[src/rtl/bus_pkg.sv]
// Shared bus code package.
// Holds the source/destination code numbering used by both the bus
// multiplexer (SEL_*) and the destination register file (DST_*), so the
// two sides always agree on which code names which register.
// No ports.
package bus_pkg;

  localparam int unsigned DATA_W = 32;

  // Destination codes (write side)
  localparam logic [7:0] DST_DRAM = 8'd0;
  localparam logic [7:0] DST_IRAM = 8'd1;  // read-only, never writable
  localparam logic [7:0] DST_DI   = 8'd2;
  localparam logic [7:0] DST_RI   = 8'd3;
  localparam logic [7:0] DST_BI   = 8'd4;
  localparam logic [7:0] DST_S    = 8'd5;
  localparam logic [7:0] DST_C1   = 8'd6;
  localparam logic [7:0] DST_C2   = 8'd7;
  localparam logic [7:0] DST_AR   = 8'd8;
  localparam logic [7:0] DST_AC   = 8'd9;
  localparam logic [7:0] DST_PC   = 8'd10;
  localparam logic [7:0] DST_IR   = 8'd11;
  localparam logic [7:0] DST_NONE = 8'd255;

  // Source codes (read side), same numbering
  localparam logic [7:0] SEL_DRAM = 8'd0;
  localparam logic [7:0] SEL_IRAM = 8'd1;
  localparam logic [7:0] SEL_DI   = 8'd2;
  localparam logic [7:0] SEL_RI   = 8'd3;
  localparam logic [7:0] SEL_BI   = 8'd4;
  localparam logic [7:0] SEL_S    = 8'd5;
  localparam logic [7:0] SEL_C1   = 8'd6;
  localparam logic [7:0] SEL_C2   = 8'd7;
  localparam logic [7:0] SEL_AR   = 8'd8;
  localparam logic [7:0] SEL_AC   = 8'd9;
  localparam logic [7:0] SEL_PC   = 8'd10;
  localparam logic [7:0] SEL_IR   = 8'd11;

  // True for codes the register file accepts: DRAM, any register, or NONE.
  function automatic logic dest_is_legal(input logic [7:0] code);
    return (code == DST_DRAM) || ((code >= DST_DI) && (code <= DST_IR)) ||
           (code == DST_NONE);
  endfunction

endpackage

[src/rtl/bus_counter_reg.sv]
// Loadable counter register with zero flag.
// A bus load has priority over the count step. Arithmetic wraps modulo
// 2^WIDTH. zero is combinational from the current value.
// Ports:
//   clk, rst_n     clock, asynchronous active-low reset (value -> RESET_VAL)
//   load, load_val synchronous load from the bus
//   step           increment (DECREMENT = 0) or decrement (DECREMENT = 1)
//   q              register value
//   zero           q == 0
module bus_counter_reg #(
  parameter int unsigned     WIDTH     = 32,
  parameter logic [WIDTH-1:0] RESET_VAL = '0,
  parameter bit              DECREMENT = 1'b0
) (
  input  logic             clk,
  input  logic             rst_n,
  input  logic             load,
  input  logic [WIDTH-1:0] load_val,
  input  logic             step,
  output logic [WIDTH-1:0] q,
  output logic             zero
);

  logic [WIDTH-1:0] q_d;

  always_comb begin
    q_d = q;
    if (load) begin
      q_d = load_val;
    end else if (step) begin
      q_d = DECREMENT ? (q - WIDTH'(1)) : (q + WIDTH'(1));
    end
  end

  always_ff @(posedge clk or negedge rst_n) begin
    if (!rst_n) begin
      q <= RESET_VAL;
    end else begin
      q <= q_d;
    end
  end

  assign zero = (q == '0);

endmodule

[src/rtl/bus_dest_regfile.sv]
// Destination register file: write side of the datapath bus.
// Loads the shared bus into the architectural register selected by dest,
// issues a one-cycle registered data-RAM write strobe for DST_DRAM, and
// performs the PC increment, C1/C2 decrement and ALU->AC side operations.
// A bus load always wins over a side operation on the same register.
// Optional build macro BUS_DEST_ERR_EN adds a sticky dest_err output that
// flags illegal destination codes (1 and 12..254).
// Ports:
//   clk, rst_n          clock, asynchronous active-low reset
//   dest, bus           destination code and bus data
//   pc_inc, c1_dec, c2_dec, alu_we, alu_result   side operations
//   DI..IR              register contents
//   c1_zero, c2_zero    counter zero flags
//   dram_we, dram_addr, dram_wdata   data-RAM write port
//   dest_err            (BUS_DEST_ERR_EN only) sticky illegal-code flag
module bus_dest_regfile import bus_pkg::*; #(
  parameter int unsigned        DATA_W   = bus_pkg::DATA_W,
  parameter int unsigned        DRAM_W   = 8,
  parameter int unsigned        DRAM_AW  = 8,
  parameter logic [DATA_W-1:0]  PC_RESET = '0
) (
  input  logic              clk,
  input  logic              rst_n,
  input  logic [7:0]        dest,
  input  logic [DATA_W-1:0] bus,
  input  logic              pc_inc,
  input  logic              c1_dec,
  input  logic              c2_dec,
  input  logic              alu_we,
  input  logic [DATA_W-1:0] alu_result,
  output logic [DATA_W-1:0] DI,
  output logic [DATA_W-1:0] RI,
  output logic [DATA_W-1:0] BI,
  output logic [DATA_W-1:0] S,
  output logic [DATA_W-1:0] C1,
  output logic [DATA_W-1:0] C2,
  output logic [DATA_W-1:0] AR,
  output logic [DATA_W-1:0] AC,
  output logic [DATA_W-1:0] PC,
  output logic [DATA_W-1:0] IR,
  output logic              c1_zero,
  output logic              c2_zero,
  output logic              dram_we,
  output logic [DRAM_AW-1:0] dram_addr,
`ifdef BUS_DEST_ERR_EN
  output logic              dest_err,
`endif
  output logic [DRAM_W-1:0] dram_wdata
);

  logic ld_di, ld_ri, ld_bi, ld_s, ld_c1, ld_c2, ld_ar, ld_ac, ld_pc, ld_ir;
  logic ld_dram;

  always_comb begin
    ld_dram = (dest == DST_DRAM);
    ld_di   = (dest == DST_DI);
    ld_ri   = (dest == DST_RI);
    ld_bi   = (dest == DST_BI);
    ld_s    = (dest == DST_S);
    ld_c1   = (dest == DST_C1);
    ld_c2   = (dest == DST_C2);
    ld_ar   = (dest == DST_AR);
    ld_ac   = (dest == DST_AC);
    ld_pc   = (dest == DST_PC);
    ld_ir   = (dest == DST_IR);
  end

  // Plain bus-loaded registers
  always_ff @(posedge clk or negedge rst_n) begin
    if (!rst_n) begin
      DI <= '0;
      RI <= '0;
      BI <= '0;
      S  <= '0;
      AR <= '0;
      IR <= '0;
    end else begin
      if (ld_di) DI <= bus;
      if (ld_ri) RI <= bus;
      if (ld_bi) BI <= bus;
      if (ld_s)  S  <= bus;
      if (ld_ar) AR <= bus;
      if (ld_ir) IR <= bus;
    end
  end

  // AC: bus load beats the ALU result
  always_ff @(posedge clk or negedge rst_n) begin
    if (!rst_n) begin
      AC <= '0;
    end else if (ld_ac) begin
      AC <= bus;
    end else if (alu_we) begin
      AC <= alu_result;
    end
  end

  logic pc_zero_unused;

  bus_counter_reg #(
    .WIDTH     (DATA_W),
    .RESET_VAL (PC_RESET),
    .DECREMENT (1'b0)
  ) u_pc (
    .clk      (clk),
    .rst_n    (rst_n),
    .load     (ld_pc),
    .load_val (bus),
    .step     (pc_inc),
    .q        (PC),
    .zero     (pc_zero_unused)
  );

  bus_counter_reg #(
    .WIDTH     (DATA_W),
    .RESET_VAL ('0),
    .DECREMENT (1'b1)
  ) u_c1 (
    .clk      (clk),
    .rst_n    (rst_n),
    .load     (ld_c1),
    .load_val (bus),
    .step     (c1_dec),
    .q        (C1),
    .zero     (c1_zero)
  );

  bus_counter_reg #(
    .WIDTH     (DATA_W),
    .RESET_VAL ('0),
    .DECREMENT (1'b1)
  ) u_c2 (
    .clk      (clk),
    .rst_n    (rst_n),
    .load     (ld_c2),
    .load_val (bus),
    .step     (c2_dec),
    .q        (C2),
    .zero     (c2_zero)
  );

  // DRAM write strobe: address/data captured with the pre-edge AR and bus,
  // and held while the strobe is idle.
  always_ff @(posedge clk or negedge rst_n) begin
    if (!rst_n) begin
      dram_we    <= 1'b0;
      dram_addr  <= '0;
      dram_wdata <= '0;
    end else begin
      dram_we <= ld_dram;
      if (ld_dram) begin
        dram_addr  <= AR[DRAM_AW-1:0];
        dram_wdata <= bus[DRAM_W-1:0];
      end
    end
  end

`ifdef BUS_DEST_ERR_EN
  always_ff @(posedge clk or negedge rst_n) begin
    if (!rst_n) begin
      dest_err <= 1'b0;
    end else if (!dest_is_legal(dest)) begin
      dest_err <= 1'b1;
    end
  end
`endif

endmodule
[config.mk]
export PLATFORM = sky130hd
export DESIGN_NAME = bus_dest_regfile
export DESIGN_NICKNAME = d
export VERILOG_FILES = /design/src/rtl/bus_pkg.sv /design/src/rtl/bus_counter_reg.sv /design/src/rtl/bus_dest_regfile.sv
export SDC_FILE = /design/constraint.sdc
export NUM_CORES = 1
export LEC_CHECK = 0
export CORE_MARGIN = 2
export CORE_UTILIZATION = 48
export CTS_BUF_LIST = sky130_fd_sc_hd__clkbuf_16
export CTS_CLUSTER_SIZE = 24
export DETAILED_ROUTE_END_ITERATION = 10
export PLACE_DENSITY_LB_ADDON = 0.15
export SLEW_MARGIN = 20
export SYNTH_ARGS = -nofsm -noshare
export SYNTH_HDL_FRONTEND = slang
export SYNTH_SLANG_ARGS = --single-unit
[constraint.sdc]
create_clock -name clk -period 3.1 [get_ports clk]
set_input_delay 0.775 -clock clk [delete_from_list [all_inputs] [get_ports clk]]
set_output_delay 0.775 -clock clk [all_outputs]
set_load 0.02 [all_outputs]
==> run metrics, run 1 <==
status=completed; Initial Util=0.485; filler instances=2346; hold violation count in the final report=0; Post-synth ARST share=1.00; core footprint=approximately 30000 um^2; WP data required=2320 ps; Worst Setup Start Kind=register; Hold Path Class=primary input to async pin; Placer Congestion=0.860; Worst Clk Skew=6.97 ps; cell breakdown of the critical path=or4_1 > or3_1 > nor3_2 > buf_4; CTS tree=built; Ys Warns=0; Die Y=179 um; Netlist Area Pre-Place=14700 um^2; Vias/cell=5.38; clk root buf=clkbuf_16; drt total wl=44.8 mm; Final period util=0.966; Critical R2R Launch=u_pc.q[3]; sequential fraction of the synthesis area=0.572; Detail Route Antenna Nets=0; Post-synth top flop=dfrtp_1; number of synthesized flops with an enable pin=0; GRT Total Usage=0.278; ant diodes=0; Rows=64; io pins=~420; Fin Hold WS=208 ps; drt first pass iters=5; vias in the first global route=11300; Clk Latency, worst-skew pair=510 ps; # nets final=1734; R2R setup slack=770 ps; Leak Pwr=9.40 nW; FF-to-FF path depth=5; largest net degree at the start of global routing=85; Final HPWL DP=31.2 mm; min Tclk post-route=3000 ps; most frequent cells in the layout=412 x clkdlybuf4s50_1, 336 x dfrtp_1, 177 x mux2_1, 124 x nor2_1, 94 x a21oi_1; Worst Tran Pin Value=746 ps; first-pass GRT wire length=67.3 mm; # clock sinks=between 300 and 400; Area Growth Syn to Fin=41.0%; # port buffers=~420; post-synthesis cell count=1235; total CTS buffers=37; Power per Cell Area=645 nW/um^2; post-synth net total=1316; Synth Register Bits=roughly 340; Netlist cell types=47; Max-slew headroom=0.501; Mapped Avg Cell Area=11.9 um^2; depth of the CTS H-tree=2; clk slew on worst S/H paths=60 ps; CTS Hold Bufs=0; Crit. End Element=output pin; via count=approximately 11000; Final setup viols=0; most common cell after layout, fill and taps aside=clkdlybuf4s50_1; routed len/inst=between 20 and 25 um; RSZ-0062 raised after global routing=no; clk buf depth=3; class of the most critical setup path=register to output pin; family with the most delay on the worst path=simple AND/OR/NAND/NOR gates; Slew Limit Fails=0; Max Fclk=334 MHz; grt ovf=0; crit path buf inv count=1; initial antenna violation count=0; CP max stage delay=560 ps; critical path arrival=2220 ps; initial DRC count=661; capturing point of the worst reg2reg path=u_pc.q[31]; # DRC=0; Max IR drop VDD=approximately 0.44 mV; slowest cell on the critical path=or4_1; critical path peak fanout=3; TNS Setup=0 ps; die width=179 um; die area=approximately 32000 um^2; dpl cells=approximately 2000; # Max-Cap Violations=0; fraction of layout cells with a size suffix above 1=0.102; Finished Layout Cells=a little over 2000
[cell usage after synthesis (2+ instances only)]
cell type / number / area, um^2
clkbuf_1: 56 / 210
and4_1: 2 / 17.5
nand4_1: 21 / 131
o21ai_1: 27 / 135
a31oi_1: 5 / 31.3
mux2_1: 177 / 1990
nor4b_1: 3 / 26.3
nor4_4: 2 / 42.5
nand3b_1: 3 / 22.5
a21oi_1: 94 / 470
nor2b_1: 6 / 37.5
or4b_1: 2 / 20.0
mux2_2: 32 / 360
buf_6: 2 / 22.5
inv_1: 8 / 30.0
dfrtp_1: 337 / 8430
mux2i_1: 33 / 330
and3_1: 10 / 62.6
or4_1: 8 / 60.1
buf_2: 13 / 65.1
or3_1: 10 / 62.6
nor4_1: 11 / 68.8
o21ai_0: 5 / 25.0
nand4b_1: 5 / 43.8
nand2b_1: 2 / 12.5
nor3_2: 5 / 50.1
nor2_1: 124 / 465
or2_1: 2 / 12.5
nand3_1: 26 / 130
nor4_2: 4 / 50.1
xnor2_1: 38 / 333
nor3_1: 20 / 100
or4_4: 2 / 22.5
buf_1: 22 / 82.6
nand2_1: 55 / 206
or3b_1: 2 / 17.5
ha_1: 3 / 37.5
xor2_1: 49 / 429
[kinds of logic after synthesis]
| logic type | count (synthesis) | synth area share |
|---|---|---|
| xor+xnor | 87 | 0.0517 |
| compound gates | 132 | 0.0455 |
| buf+inv | 102 | 0.0281 |
| mux | 242 | 0.182 |
| flops | 337 | 0.572 |
| fa+ha+maj | 3 | 0.00255 |
| simple gates | 332 | 0.118 |
[report_power, final]
group	switching, mW	leakage, nW	internal [mW]	total [mW]
clock	1.76	0.592	2.45	4.20
sequential	0.581	4.43	4.99	5.57
combinational	1.91	4.38	1.73	3.64
total	4.25	9.40	9.16	13.4
[metal layers]
layer	routed length [um]	part of all wire	global-route usage
met1	18800	0.42	0.366
met2	21400	0.48	0.450
met3	3490	0.078	0.0768
met4	1210	0.027	0.0790
met5	0	0	0
[how the worst max path moves through the flow]
| stage | cells after the start | start | endpoint | slack [ps] |
|---|---|---|---|---|
| final | 4 | u_c2.q[27] | c2_zero | 100 |
| after global routing | 7 | u_c1.q[1] | c1_zero | 10 |
| after CTS | 7 | u_c1.q[1] | c1_zero | 7 |
| after detailed placement | 6 | dest[5] | DI[22] | 30 |
| after global placement | 8 | dest[5] | AR[28] | 70 |
| after floorplan | 3 | u_c2.q[27] | c2_zero | 400 |
[cell type report]
cell class	count	area (um^2)	area share
repair buffers	472	4710	0.227
clock inverters	27	185	0.00890
inverters	9	33.8	0.00162
clock buffers	39	976	0.0469
flip-flops and latches	337	8430	0.405
well taps	396	495	0.0238
multi-input cells	796	5960	0.287
[through the flow]
step / setup WS [ps] / area (um^2) / power [mW] / utilization
final: 104 / 20800 / 13.4 / 0.684
after global routing: 10.4 / 20800 / 14.0 / 0.684
after CTS: 6.53 / 20800 / 13.5 / 0.683
after detailed placement: 33.9 / 19600 / 9.26 / 0.645
after global placement: 68.5 / 19600 / 9.18 / 0.645
after floorplan: 400 / 14700 / 7.31 / -
[repair_timing]
| item | CTS | global route |
|---|---|---|
| endpoints found under the setup margin | 2 | 2 |
| resized for setup | 10 | 4 |
| cloned | 0 | 0 |
| pin swaps | 0 | 0 |
| buffers inserted | 1 | 0 |
(Power assumes the default switching activity.)
==> run 2, diff against run 1 <==
--- a/config.mk
+++ b/config.mk
@@ -6,7 +6,7 @@
 export NUM_CORES = 1
 export LEC_CHECK = 0
 export CORE_MARGIN = 2
-export CORE_UTILIZATION = 48
+export CORE_UTILIZATION = 40
 export CTS_BUF_LIST = sky130_fd_sc_hd__clkbuf_16
 export CTS_CLUSTER_SIZE = 24
 export DETAILED_ROUTE_END_ITERATION = 10
==> run 2 against run 1 <==
  * Utilization fell by 11 points
  * Total power increased by 1.7%
  * Flip-flop and latch count did not move
==> run metrics, run 2 (synthesis results as in run 1) <==
status=completed; Initial Util=0.405 (-0.0799); Vias/cell=5.21 (-3.1%); Max Fclk=335 MHz (+0.41%); min Tclk post-route=2980 ps (-12.2 ps); io pins=417 (unchanged); hold violation count in the final report=0 (unchanged); Final HPWL DP=33.6 mm (+7.6%); Max-slew headroom=0.456 (-0.0449); die width=196 um (+9.3%); first-pass GRT wire length=72.1 mm (+7.2%); routed len/inst=22.0 um (+1.8%); ant diodes=0 (unchanged); Area Growth Syn to Fin=42.5%; fraction of layout cells with a size suffix above 1=0.107 (+0.00472); Slew Limit Fails=0 (unchanged); clk buf depth=3 (unchanged); Worst Setup Start Kind=register; Detail Route Antenna Nets=0 (unchanged); WP data required=2320 ps (about the same); class of the most critical setup path=register to output pin; area of the multi-input gates=5970 um^2 (about the same); Die Y=196 um (+9.3%); most common cell after layout, fill and taps aside=clkdlybuf4s50_1; # Max-Cap Violations=0 (unchanged); die area=38400 um^2 (+20%); Rows=70 (+9.4%); critical path arrival=2210 ps (about the same); placed instance area=19800 um^2 (+0.83%); largest net degree at the start of global routing=85 (unchanged); clk root buf=clkbuf_16; clk slew on worst S/H paths=60 ps (about the same); RSZ-0062 raised after global routing=no; # DRC=0 (unchanged); most frequent cells in the layout=412 x clkdlybuf4s50_1, 337 x dfrtp_1, 177 x mux2_1, 124 x nor2_1, 94 x a21oi_1; Final period util=0.963 (-0.00394); CTS tree=built; # port buffers=416 (unchanged); initial DRC count=519 (-21%); # clock sinks=337 (unchanged); TNS Setup=0 ps (unchanged); filler instances=3107 (+32%); vias in the first global route=11600 (+2.4%); drt first pass iters=4 (-1); Power per Cell Area=649 nW/um^2 (+0.66%); Worst Clk Skew=10.7 ps (+3.71 ps); Seq. cell area=8430 um^2 (about the same); via count=11200 (+0.71%); Placer Congestion=0.861 (+0.13%); Hold Path Class=primary input to async pin; core footprint=36400 um^2 (+20%); # nets final=1745 (+0.63%); depth of the CTS H-tree=2 (unchanged); Leak Pwr=9.49 nW (+0.89%); critical path peak fanout=3 (unchanged); fin area=21000 um^2 (+1.0%); GRT Total Usage=0.247 (-0.0307); Max IR drop VDD=0.467 mV (+5.7%); CTS Hold Bufs=0 (unchanged); Clk Latency, worst-skew pair=530 ps (+20 ps); Final setup viols=0 (unchanged); grt ovf=0 (unchanged); initial antenna violation count=1 (+1); drt total wl=47.4 mm (+5.8%); total CTS buffers=39 (+5.4%); Crit. End Element=output pin; Worst Tran Pin Value=813 ps (+67.2 ps)
run 2: cell types whose count changed in the layout (fill, tap and decap cells not counted):
cell,delta
clkinv_2,+3
buf_4,+8
nor3_1,-1
dfrtp_1,+1
clkinvlp_4,-3
inv_6,-1
buf_12,+1
inv_1,+1
nor3_2,+1
bufinv_16,+2
dfrtp_2,-1
clkinv_4,-1
run 2: final cells by class:
type | count | area share
sequential | 337 | 0.401
multi-input combinational | 796 | 0.284
timing repair buffer | 481 | 0.228
clock buffer | 39 | 0.0464
tap | 468 | 0.0279
clock inverter | 28 | 0.0107
inverter | 9 | 0.00161
run 2: repair_timing:
action | in CTS | in global routing
cloned | 0 | 0
pin swaps | 0 | 0
gates resized for setup | 11 | 3
setup endpoints to repair | 2 | 2
setup buffers | 0 | 2
run 2: stage by stage:
stage	util	hold WS (ps)	cells	worst slack [ps]	total power [mW]
3_5_place_dp	0.543	474	2089	64.9	9.32
4_1_cts	0.576	297	2156	5.35	13.8
2_1_floorplan	-	479	1235	400	7.31
6_report	0.577	271	2158	116	13.6
3_3_place_gp	0.543	468	2089	83.7	9.26
5_1_grt	0.577	310	2158	19.5	14.3
run 2: worst max-delay path: stages, from the launching register on:
cell and delay [ps]:
dfrtp_1 370, or4_1 550, or3_1 420, nor3_2 170, buf_4 170
run 2: routing by layer:
| metal | global-route usage | routed length [um] | vias to the layer above |
|---|---|---|---|
| met3 | 0.0586 | 3110 | 84 |
| met5 | 0 | 0 | - |
| li1 | - | - | 5160 |
| met2 | 0.395 | 22000 | 343 |
| met4 | 0.0794 | 1410 | 0 |
| met1 | 0.333 | 20900 | 5655 |
run 2: final timing paths:
kind                            start         end  slack (ps)  cells after the start
max                        u_c2.q[27]     c2_zero         120                      4
min                             rst_n       AR[9]         270                      1
max reg2reg                 u_pc.q[3]  u_pc.q[31]         760                      5
min reg2reg                    IR[27]      IR[27]         480                      1
max in group asynchronous       rst_n      DI[20]        2010                      2
min in group clk               IR[27]      IR[27]         480                      1
run 2: power by group:
group          leakage (nW)  internal [mW]  switching (mW)
sequential             4.43           4.99           0.584
clock                 0.628           2.60            1.78
combinational          4.43           1.75            1.94
==> run 3, diff against run 2 <==
--- a/config.mk
+++ b/config.mk
@@ -5,6 +5,7 @@
 export SDC_FILE = /design/constraint.sdc
 export NUM_CORES = 1
 export LEC_CHECK = 0
+export CAP_MARGIN = 0
 export CORE_MARGIN = 2
 export CORE_UTILIZATION = 40
 export CTS_BUF_LIST = sky130_fd_sc_hd__clkbuf_16
==> results of run 3 <==
Final layout, timing and power as in run 2 (identical DEF).
